### src/rtl/ram_loader.sv
// UART-driven loader: receives a 0xA5-headed frame of 16 bytes and writes them into a 16x8 RAM.
// Define LOADER_CHECKSUM_EN to require a trailing mod-256 checksum byte before the write-back.
module ram_loader #(
    parameter int CLK_HZ        = 27000000,
    parameter int BAUD          = 115200,
    parameter int STROBE_CYCLES = 4
) (
    input  logic       clk,
    input  logic       rst_n,
    input  logic       rx,
    output logic       cpu_hold,
    output logic       load_active,
    output logic [3:0] load_addr,
    output logic [7:0] load_data,
    output logic       load_we,
    output logic       done,
    output logic       error
);
    localparam int DIV = CLK_HZ / BAUD;
    localparam int CW  = $clog2(DIV + 1);
    localparam int SW  = $clog2(STROBE_CYCLES + 1);
    localparam logic [CW-1:0] HALF_M1 = CW'(DIV / 2 - 1);
    localparam logic [CW-1:0] FULL_M1 = CW'(DIV - 1);
    localparam logic [SW-1:0] STB_M1  = SW'(STROBE_CYCLES - 1);

    typedef enum logic [2:0] {RX_IDLE, RX_START, RX_DATA, RX_STOP, RX_WAIT} rx_state_t;
    typedef enum logic [2:0] {L_IDLE, L_RECV, L_CHECK, L_WRITE, L_DONE} l_state_t;
    typedef enum logic [1:0] {W_SETUP, W_STROBE, W_HOLD} w_phase_t;

    logic            rx_meta_q, rx_sync_q, rx_prev_q;
    rx_state_t       rx_state_q, rx_state_d;
    logic [CW-1:0]   baud_cnt_q, baud_cnt_d;
    logic [2:0]      bit_cnt_q, bit_cnt_d;
    logic [7:0]      shift_q, shift_d;
    logic            baud_tick, rx_valid, rx_ferr;

    l_state_t        state_q, state_d;
    w_phase_t        phase_q, phase_d;
    logic [3:0]      idx_q, idx_d;
    logic [SW-1:0]   stb_cnt_q, stb_cnt_d;
    logic            done_q, done_d, error_q, error_d;
    logic            mem_we;
    logic [7:0]      mem_q [16];
`ifdef LOADER_CHECKSUM_EN
    logic [7:0]      sum_q, sum_d;
`endif

    // ---------------- receiver ----------------
    always_ff @(posedge clk or negedge rst_n) begin
        if (!rst_n) begin
            rx_meta_q  <= 1'b1;
            rx_sync_q  <= 1'b1;
            rx_prev_q  <= 1'b1;
            rx_state_q <= RX_IDLE;
            baud_cnt_q <= '0;
            bit_cnt_q  <= '0;
            shift_q    <= '0;
        end else begin
            rx_meta_q  <= rx;
            rx_sync_q  <= rx_meta_q;
            rx_prev_q  <= rx_sync_q;
            rx_state_q <= rx_state_d;
            baud_cnt_q <= baud_cnt_d;
            bit_cnt_q  <= bit_cnt_d;
            shift_q    <= shift_d;
        end
    end

    // The start bit is sampled half a bit in; every later sample is a full bit apart.
    assign baud_tick = (baud_cnt_q == ((rx_state_q == RX_START) ? HALF_M1 : FULL_M1));

    always_comb begin
        rx_state_d = rx_state_q;
        baud_cnt_d = baud_cnt_q + 1'b1;
        bit_cnt_d  = bit_cnt_q;
        shift_d    = shift_q;
        case (rx_state_q)
            RX_IDLE: begin
                baud_cnt_d = '0;
                if (rx_prev_q && !rx_sync_q) rx_state_d = RX_START;
            end
            RX_START: if (baud_tick) begin
                baud_cnt_d = '0;
                bit_cnt_d  = '0;
                rx_state_d = rx_sync_q ? RX_IDLE : RX_DATA;
            end
            RX_DATA: if (baud_tick) begin
                baud_cnt_d = '0;
                shift_d    = {rx_sync_q, shift_q[7:1]};
                bit_cnt_d  = bit_cnt_q + 1'b1;
                if (bit_cnt_q == 3'd7) rx_state_d = RX_STOP;
            end
            RX_STOP: if (baud_tick) begin
                baud_cnt_d = '0;
                rx_state_d = rx_sync_q ? RX_IDLE : RX_WAIT;
            end
            RX_WAIT: begin
                baud_cnt_d = '0;
                if (rx_sync_q) rx_state_d = RX_IDLE;
            end
            default: rx_state_d = RX_IDLE;
        endcase
    end

    always_comb begin
        rx_valid = (rx_state_q == RX_STOP) && baud_tick && rx_sync_q;
        rx_ferr  = (rx_state_q == RX_STOP) && baud_tick && !rx_sync_q;
    end

    // ---------------- loader ----------------
    always_ff @(posedge clk or negedge rst_n) begin
        if (!rst_n) begin
            state_q   <= L_IDLE;
            phase_q   <= W_SETUP;
            idx_q     <= '0;
            stb_cnt_q <= '0;
            done_q    <= 1'b0;
            error_q   <= 1'b0;
`ifdef LOADER_CHECKSUM_EN
            sum_q     <= '0;
`endif
        end else begin
            state_q   <= state_d;
            phase_q   <= phase_d;
            idx_q     <= idx_d;
            stb_cnt_q <= stb_cnt_d;
            done_q    <= done_d;
            error_q   <= error_d;
`ifdef LOADER_CHECKSUM_EN
            sum_q     <= sum_d;
`endif
        end
    end

    // Buffer contents are never reset; only the index matters after reset.
    always_ff @(posedge clk) begin
        if (mem_we) mem_q[idx_q] <= shift_q;
    end

    always_comb begin
        state_d   = state_q;
        phase_d   = phase_q;
        idx_d     = idx_q;
        stb_cnt_d = stb_cnt_q;
        done_d    = done_q;
        error_d   = error_q;
        mem_we    = 1'b0;
`ifdef LOADER_CHECKSUM_EN
        sum_d     = sum_q;
`endif
        case (state_q)
            L_IDLE, L_DONE: begin
                if (rx_valid && shift_q == 8'hA5) begin
                    state_d = L_RECV;
                    idx_d   = '0;
                    done_d  = 1'b0;
                    error_d = 1'b0;
`ifdef LOADER_CHECKSUM_EN
                    sum_d   = '0;
`endif
                end else if (rx_ferr) begin
                    state_d = L_IDLE;
                    error_d = 1'b1;
                end
            end
            L_RECV: begin
                if (rx_ferr) begin
                    state_d = L_IDLE;
                    error_d = 1'b1;
                end else if (rx_valid) begin
                    mem_we = 1'b1;
                    idx_d  = idx_q + 1'b1;
`ifdef LOADER_CHECKSUM_EN
                    sum_d  = sum_q + shift_q;
                    if (idx_q == 4'd15) state_d = L_CHECK;
`else
                    if (idx_q == 4'd15) begin
                        state_d = L_WRITE;
                        phase_d = W_SETUP;
                    end
`endif
                end
            end
`ifdef LOADER_CHECKSUM_EN
            L_CHECK: begin
                if (rx_ferr) begin
                    state_d = L_IDLE;
                    error_d = 1'b1;
                end else if (rx_valid) begin
                    if (shift_q == sum_q) begin
                        state_d = L_WRITE;
                        phase_d = W_SETUP;
                    end else begin
                        state_d = L_IDLE;
                        error_d = 1'b1;
                    end
                end
            end
`endif
            // Incoming bytes and line errors are ignored while writing back.
            L_WRITE: begin
                case (phase_q)
                    W_SETUP: begin
                        phase_d   = W_STROBE;
                        stb_cnt_d = '0;
                    end
                    W_STROBE: begin
                        stb_cnt_d = stb_cnt_q + 1'b1;
                        if (stb_cnt_q == STB_M1) phase_d = W_HOLD;
                    end
                    default: begin
                        phase_d = W_SETUP;
                        idx_d   = idx_q + 1'b1;
                        if (idx_q == 4'd15) begin
                            state_d = L_DONE;
                            done_d  = 1'b1;
                        end
                    end
                endcase
            end
            default: state_d = L_IDLE;
        endcase
    end

    always_comb begin
        cpu_hold    = (state_q == L_RECV) || (state_q == L_CHECK) || (state_q == L_WRITE);
        load_active = (state_q == L_WRITE);
        load_we     = load_active && (phase_q == W_STROBE);
        load_addr   = load_active ? idx_q : 4'd0;
        load_data   = load_active ? mem_q[idx_q] : 8'd0;
        done        = done_q;
        error       = error_q;
    end
endmodule

### config.mk
export PLATFORM = sky130hd
export DESIGN_NAME = ram_loader
export DESIGN_NICKNAME = d
export VERILOG_FILES = /design/src/rtl/ram_loader.sv
export SDC_FILE = /design/constraint.sdc
export NUM_CORES = 1
export LEC_CHECK = 0
export ABC_AREA = 0
export BUFFER_PORTS_ARGS = -buffer_cell sky130_fd_sc_hd__buf_2
export CAP_MARGIN = 0
export CORE_ASPECT_RATIO = 1.25
export CORE_UTILIZATION = 50
export CTS_BUF_LIST = sky130_fd_sc_hd__clkbuf_8
export CTS_CLUSTER_SIZE = 40
export DETAILED_ROUTE_END_ITERATION = 7
export PLACE_DENSITY = 0.71
export SETUP_SLACK_MARGIN = 0.05
export SLEW_MARGIN = 15
export SYNTH_ARGS = -nofsm -noshare
export SYNTH_HDL_FRONTEND = slang
export SYNTH_SLANG_ARGS = --single-unit
### constraint.sdc
create_clock -name clk -period 3.1 [get_ports clk]
set_input_delay 0.31 -clock clk [delete_from_list [all_inputs] [get_ports clk]]
set_output_delay 0.31 -clock clk [all_outputs]
set_load 0.05 [all_outputs]
==> run summary <==
The number of clock sinks seen by CTS came out at 167. Port buffering added 19 buffers. The post-route clock skew is 0.0115 ns. The wire length of the first global-routing pass is 21600 um. The die area is 14600 um^2. The number of hold violations in the final report is 0. Pin placement for this block handled 20 I/O pins.

Summed over all failing endpoints, the final setup total negative slack is 0 ns. The library cell used most frequently in the layout, excluding fill and tap cells, is edfxtp_1. Global routing finished with a remaining overflow of 0.

The proportion of layout cells with a drive suffix above 1 is 0.247. For this design the ratio of total power to cell area is 540 nW/um^2. The share of the synthesized area in compound gates (AO/OA/AOI/OAI) came out at 0.0543. The top routing layer in use is met4. Across all layers, the routed design uses 3797 vias.

The number of filler cells placed in the layout is 1074. The leakage power summed over all cells is 2.42 nW. The final worst-path cycle share is 0.911. The total length of routed met2 wires came out at 7030 um. The combined global-route utilization of all metal layers is 0.204. The wire length per cell after detailed routing came out at 21.2 um. The number of synthesized flops with an enable pin came out at 128.

The fmax came out at 354 MHz. The number of search-and-repair iterations in the first detailed-routing pass is 5. By startpoint and endpoint, the worst setup path is classified as reg2out. The post-synthesis to final-layout area growth is 10.7%. The total length of routed wires is 13600 um. The final layout net count is 466. The initial antenna violation count is 0. Setup repair after global routing left no endpoint under its margin. The number of buffers inserted during clock tree synthesis came out at 17. The mapped cell area came out at 7070 um^2. The top cell types in the final layout, fill and taps aside, are edfxtp_1, dfrtp_1, mux4_2, nor2_1, buf_2.

The violation count after the first detailed-route iteration is 285. The final max-slew violation count came to 0. The clock period minus worst slack is 2.82 ns.

The sequential fraction of the synthesis area is 0.682. The number of standard-cell rows in the floorplan came out at 48. The detailed-routed wire length on met3 came out at 525 um.

The insertion delay of the later-clocked pin in the worst-skew pair came out at 0.44 ns. The share of synthesized flip-flops with an asynchronous set or reset is 0.234. The warning count from the yosys run came out at 0. Of the total synthesized cell area, the portion taken by AND, OR, NAND and NOR gates is 0.0913. STA classifies the critical path endpoint as an output pin. The net count after synthesis is 434. The initial core utilization is 0.512. The number of distinct standard cells referenced by the synthesized netlist is 58. Of the total synthesized cell area, the portion taken by full adders, half adders and majority gates is 0.0159.

The slew of the pin with the lowest slew margin came out at 0.859 ns. The biggest fanout along the worst timing path is 25. After clock tree synthesis, the clock-pin slew on the worst setup and hold paths is 0.09 ns. The H-tree was split into 4 levels. The setup violation total in the final timing report came out at 0.

The xor/xnor cell area share of the yosys netlist came out at 0.00743. The synthesis-stage register bit count is 167. The largest vdd supply drop came out at 0.000370 V. The via count of the first global-routing pass is 3862. The average via count per standard cell is 5.92.

The weighted congestion at the end of routability-driven global placement is 0.778. For the worst setup path, the data arrival time is 2.51 ns. The synthesized area per cell came out at 16.8 um^2. The worst slew margin relative to its limit is 0.427.

The chip width is 108 um. The path class of the tightest hold or removal check is reg2reg. The portion of netlist area occupied by mux cells is 0.129.

Max-cap violations in this run came to 0. In the synthesized netlist the dominant register cell turns out to be edfxtp_1. The cell chosen for the clock root is clkbuf_8. The worst setup path is launched from a flop. The maximum buffer depth of the clock tree is 2.

The flow ran to the end, and the final reports show no timing, DRC or antenna violations. The height of the die is 135 um. The pin count of the biggest net entering global routing came out at 40. The residual DRC count is 0. Setup slack on the critical path of the routed design comes to 0.277 ns. Once placement completed, the tool counted placed cells totaling 605.

After synthesis, the largest family of logic cells by area is multiplexers. The critical path data required time came out at 2.79 ns. The count of non-filler cells in the finished layout is 641. The post-detailed-route count of antenna-violating nets is 0. The standard cell core area is 13800 um^2. The number of antenna diodes is 0. TritonCTS built the clock tree.

The setup slack at placement came out at 0.406 ns. The number of standard cells after synthesis is 422. The total half-perimeter wirelength after legalization and detailed placement came out at 9030 um. The detailed-route wire length on metal 1 came out at 5810 um.
critical path, cell delays in order, from the launching register on:
cell	delay (ns)
dfrtp_2	0.61
buf_12	0.27
mux4_2	0.53
a22oi_1	0.28
o21ai_0	0.13
buf_2	0.23
kinds of logic after synthesis:
family,after synthesis
DFF,167
and+or+nand+nor,102
AOI/OAI and AO/OA,56
muxes,50
buffers and inverters,32
adders and majority gates,9
xor gates and xnor gates,6
synth_stat cells, types with 4 or more instances:
| master | number | area (um^2) |
|---|---|---|
| a21oi_1 | 7 | 35.0 |
| a22oi_1 | 10 | 75.1 |
| and2_1 | 9 | 56.3 |
| and4_1 | 7 | 61.3 |
| buf_2 | 7 | 35.0 |
| clkbuf_1 | 7 | 26.3 |
| dfrtp_1 | 36 | 901 |
| edfxtp_1 | 128 | 3840 |
| ha_1 | 9 | 113 |
| inv_1 | 12 | 45.0 |
| mux2_2 | 7 | 78.8 |
| mux2i_1 | 9 | 90.1 |
| mux4_2 | 32 | 721 |
| nand2_1 | 12 | 45.0 |
| nand3_1 | 9 | 45.0 |
| nand3b_1 | 5 | 37.5 |
| nor2_1 | 28 | 105 |
| nor3_1 | 8 | 40.0 |
| o21ai_0 | 15 | 75.1 |
| xnor2_1 | 4 | 35.0 |
routing by layer:
| metal | vias up | track usage |
|---|---|---|
| li1 | 1729 | - |
| met1 | 1947 | 0.269 |
| met2 | 106 | 0.339 |
| met3 | 15 | 0.0434 |
| met4 | 0 | 0.0623 |
| met5 | - | 0 |
report_power, final:
part | internal (mW) | switching [mW]
clock | 0.736 | 0.819
sequential | 2.43 | 0.0773
combinational | 0.0810 | 0.0894
total | 3.25 | 0.986
timing repair:
item / 4_1_cts / 5_1_grt
hold endpoints to repair: 35 / 0
setup buffers: 0 / 3
hold buffers: 2 / 0
endpoints found under the setup margin: 8 / 8
resized for setup: 1 / 0
pin swaps: 0 / 1
area by class of cell:
| cell class | count | area [um^2] | share of cell area |
|---|---|---|---|
| Clock inverter | 14 | 164 | 0.0209 |
| Tap cell | 175 | 219 | 0.0280 |
| Clock buffer | 17 | 234 | 0.0299 |
| Timing Repair Buffer | 33 | 230 | 0.0294 |
| Sequential cell | 167 | 4820 | 0.616 |
| Multi-Input combinational cell | 223 | 2110 | 0.270 |
| Inverter | 12 | 45.0 | 0.00575 |
through the flow:
stage	instance area, um^2	total power [mW]	utilization	hold slack (ns)
after floorplan	7070	2.67	-	0.0144
after global placement	7380	2.71	0.535	0.346
after detailed placement	7380	2.72	0.535	0.349
after CTS	7810	4.27	0.565	0.362
after global routing	7830	4.38	0.567	0.366
final	7830	4.23	0.567	0.359
worst paths after layout:
| check | from | end | slack [ns] | cells after the start |
|---|---|---|---|---|
| min | rx_meta_q$_DFF_PN1_ | rx_sync_q$_DFF_PN1_ | 0.36 | 0 |
| min reg2reg | rx_meta_q$_DFF_PN1_ | rx_sync_q$_DFF_PN1_ | 0.36 | 0 |
| max reg2reg | baud_cnt_q[2]$_DFF_PN0_ | mem_q[0][7]$_DFFE_PP_ | 0.60 | 4 |
| max | idx_q[0]$_DFFE_PN0P_ | load_data[5] | 0.28 | 5 |
| max in group asynchronous | rst_n | idx_q[0]$_DFFE_PN0P_ | 2.00 | 2 |
| min in group asynchronous | rst_n | state_q[2]$_DFFE_PN0P_ | 0.51 | 2 |
state kept, by name, summed over array words and instances (netlist names):
register / cells
mem_q: 128
baud_cnt_q: 8
shift_q: 8
idx_q: 4
bit_cnt_q: 3
rx_state_q: 3
state_q: 3
stb_cnt_q: 3
phase_q: 2
done: 1
error: 1
rx_meta_q: 1
rx_prev_q: 1
rx_sync_q: 1
Power figures use the tool's default switching activity.
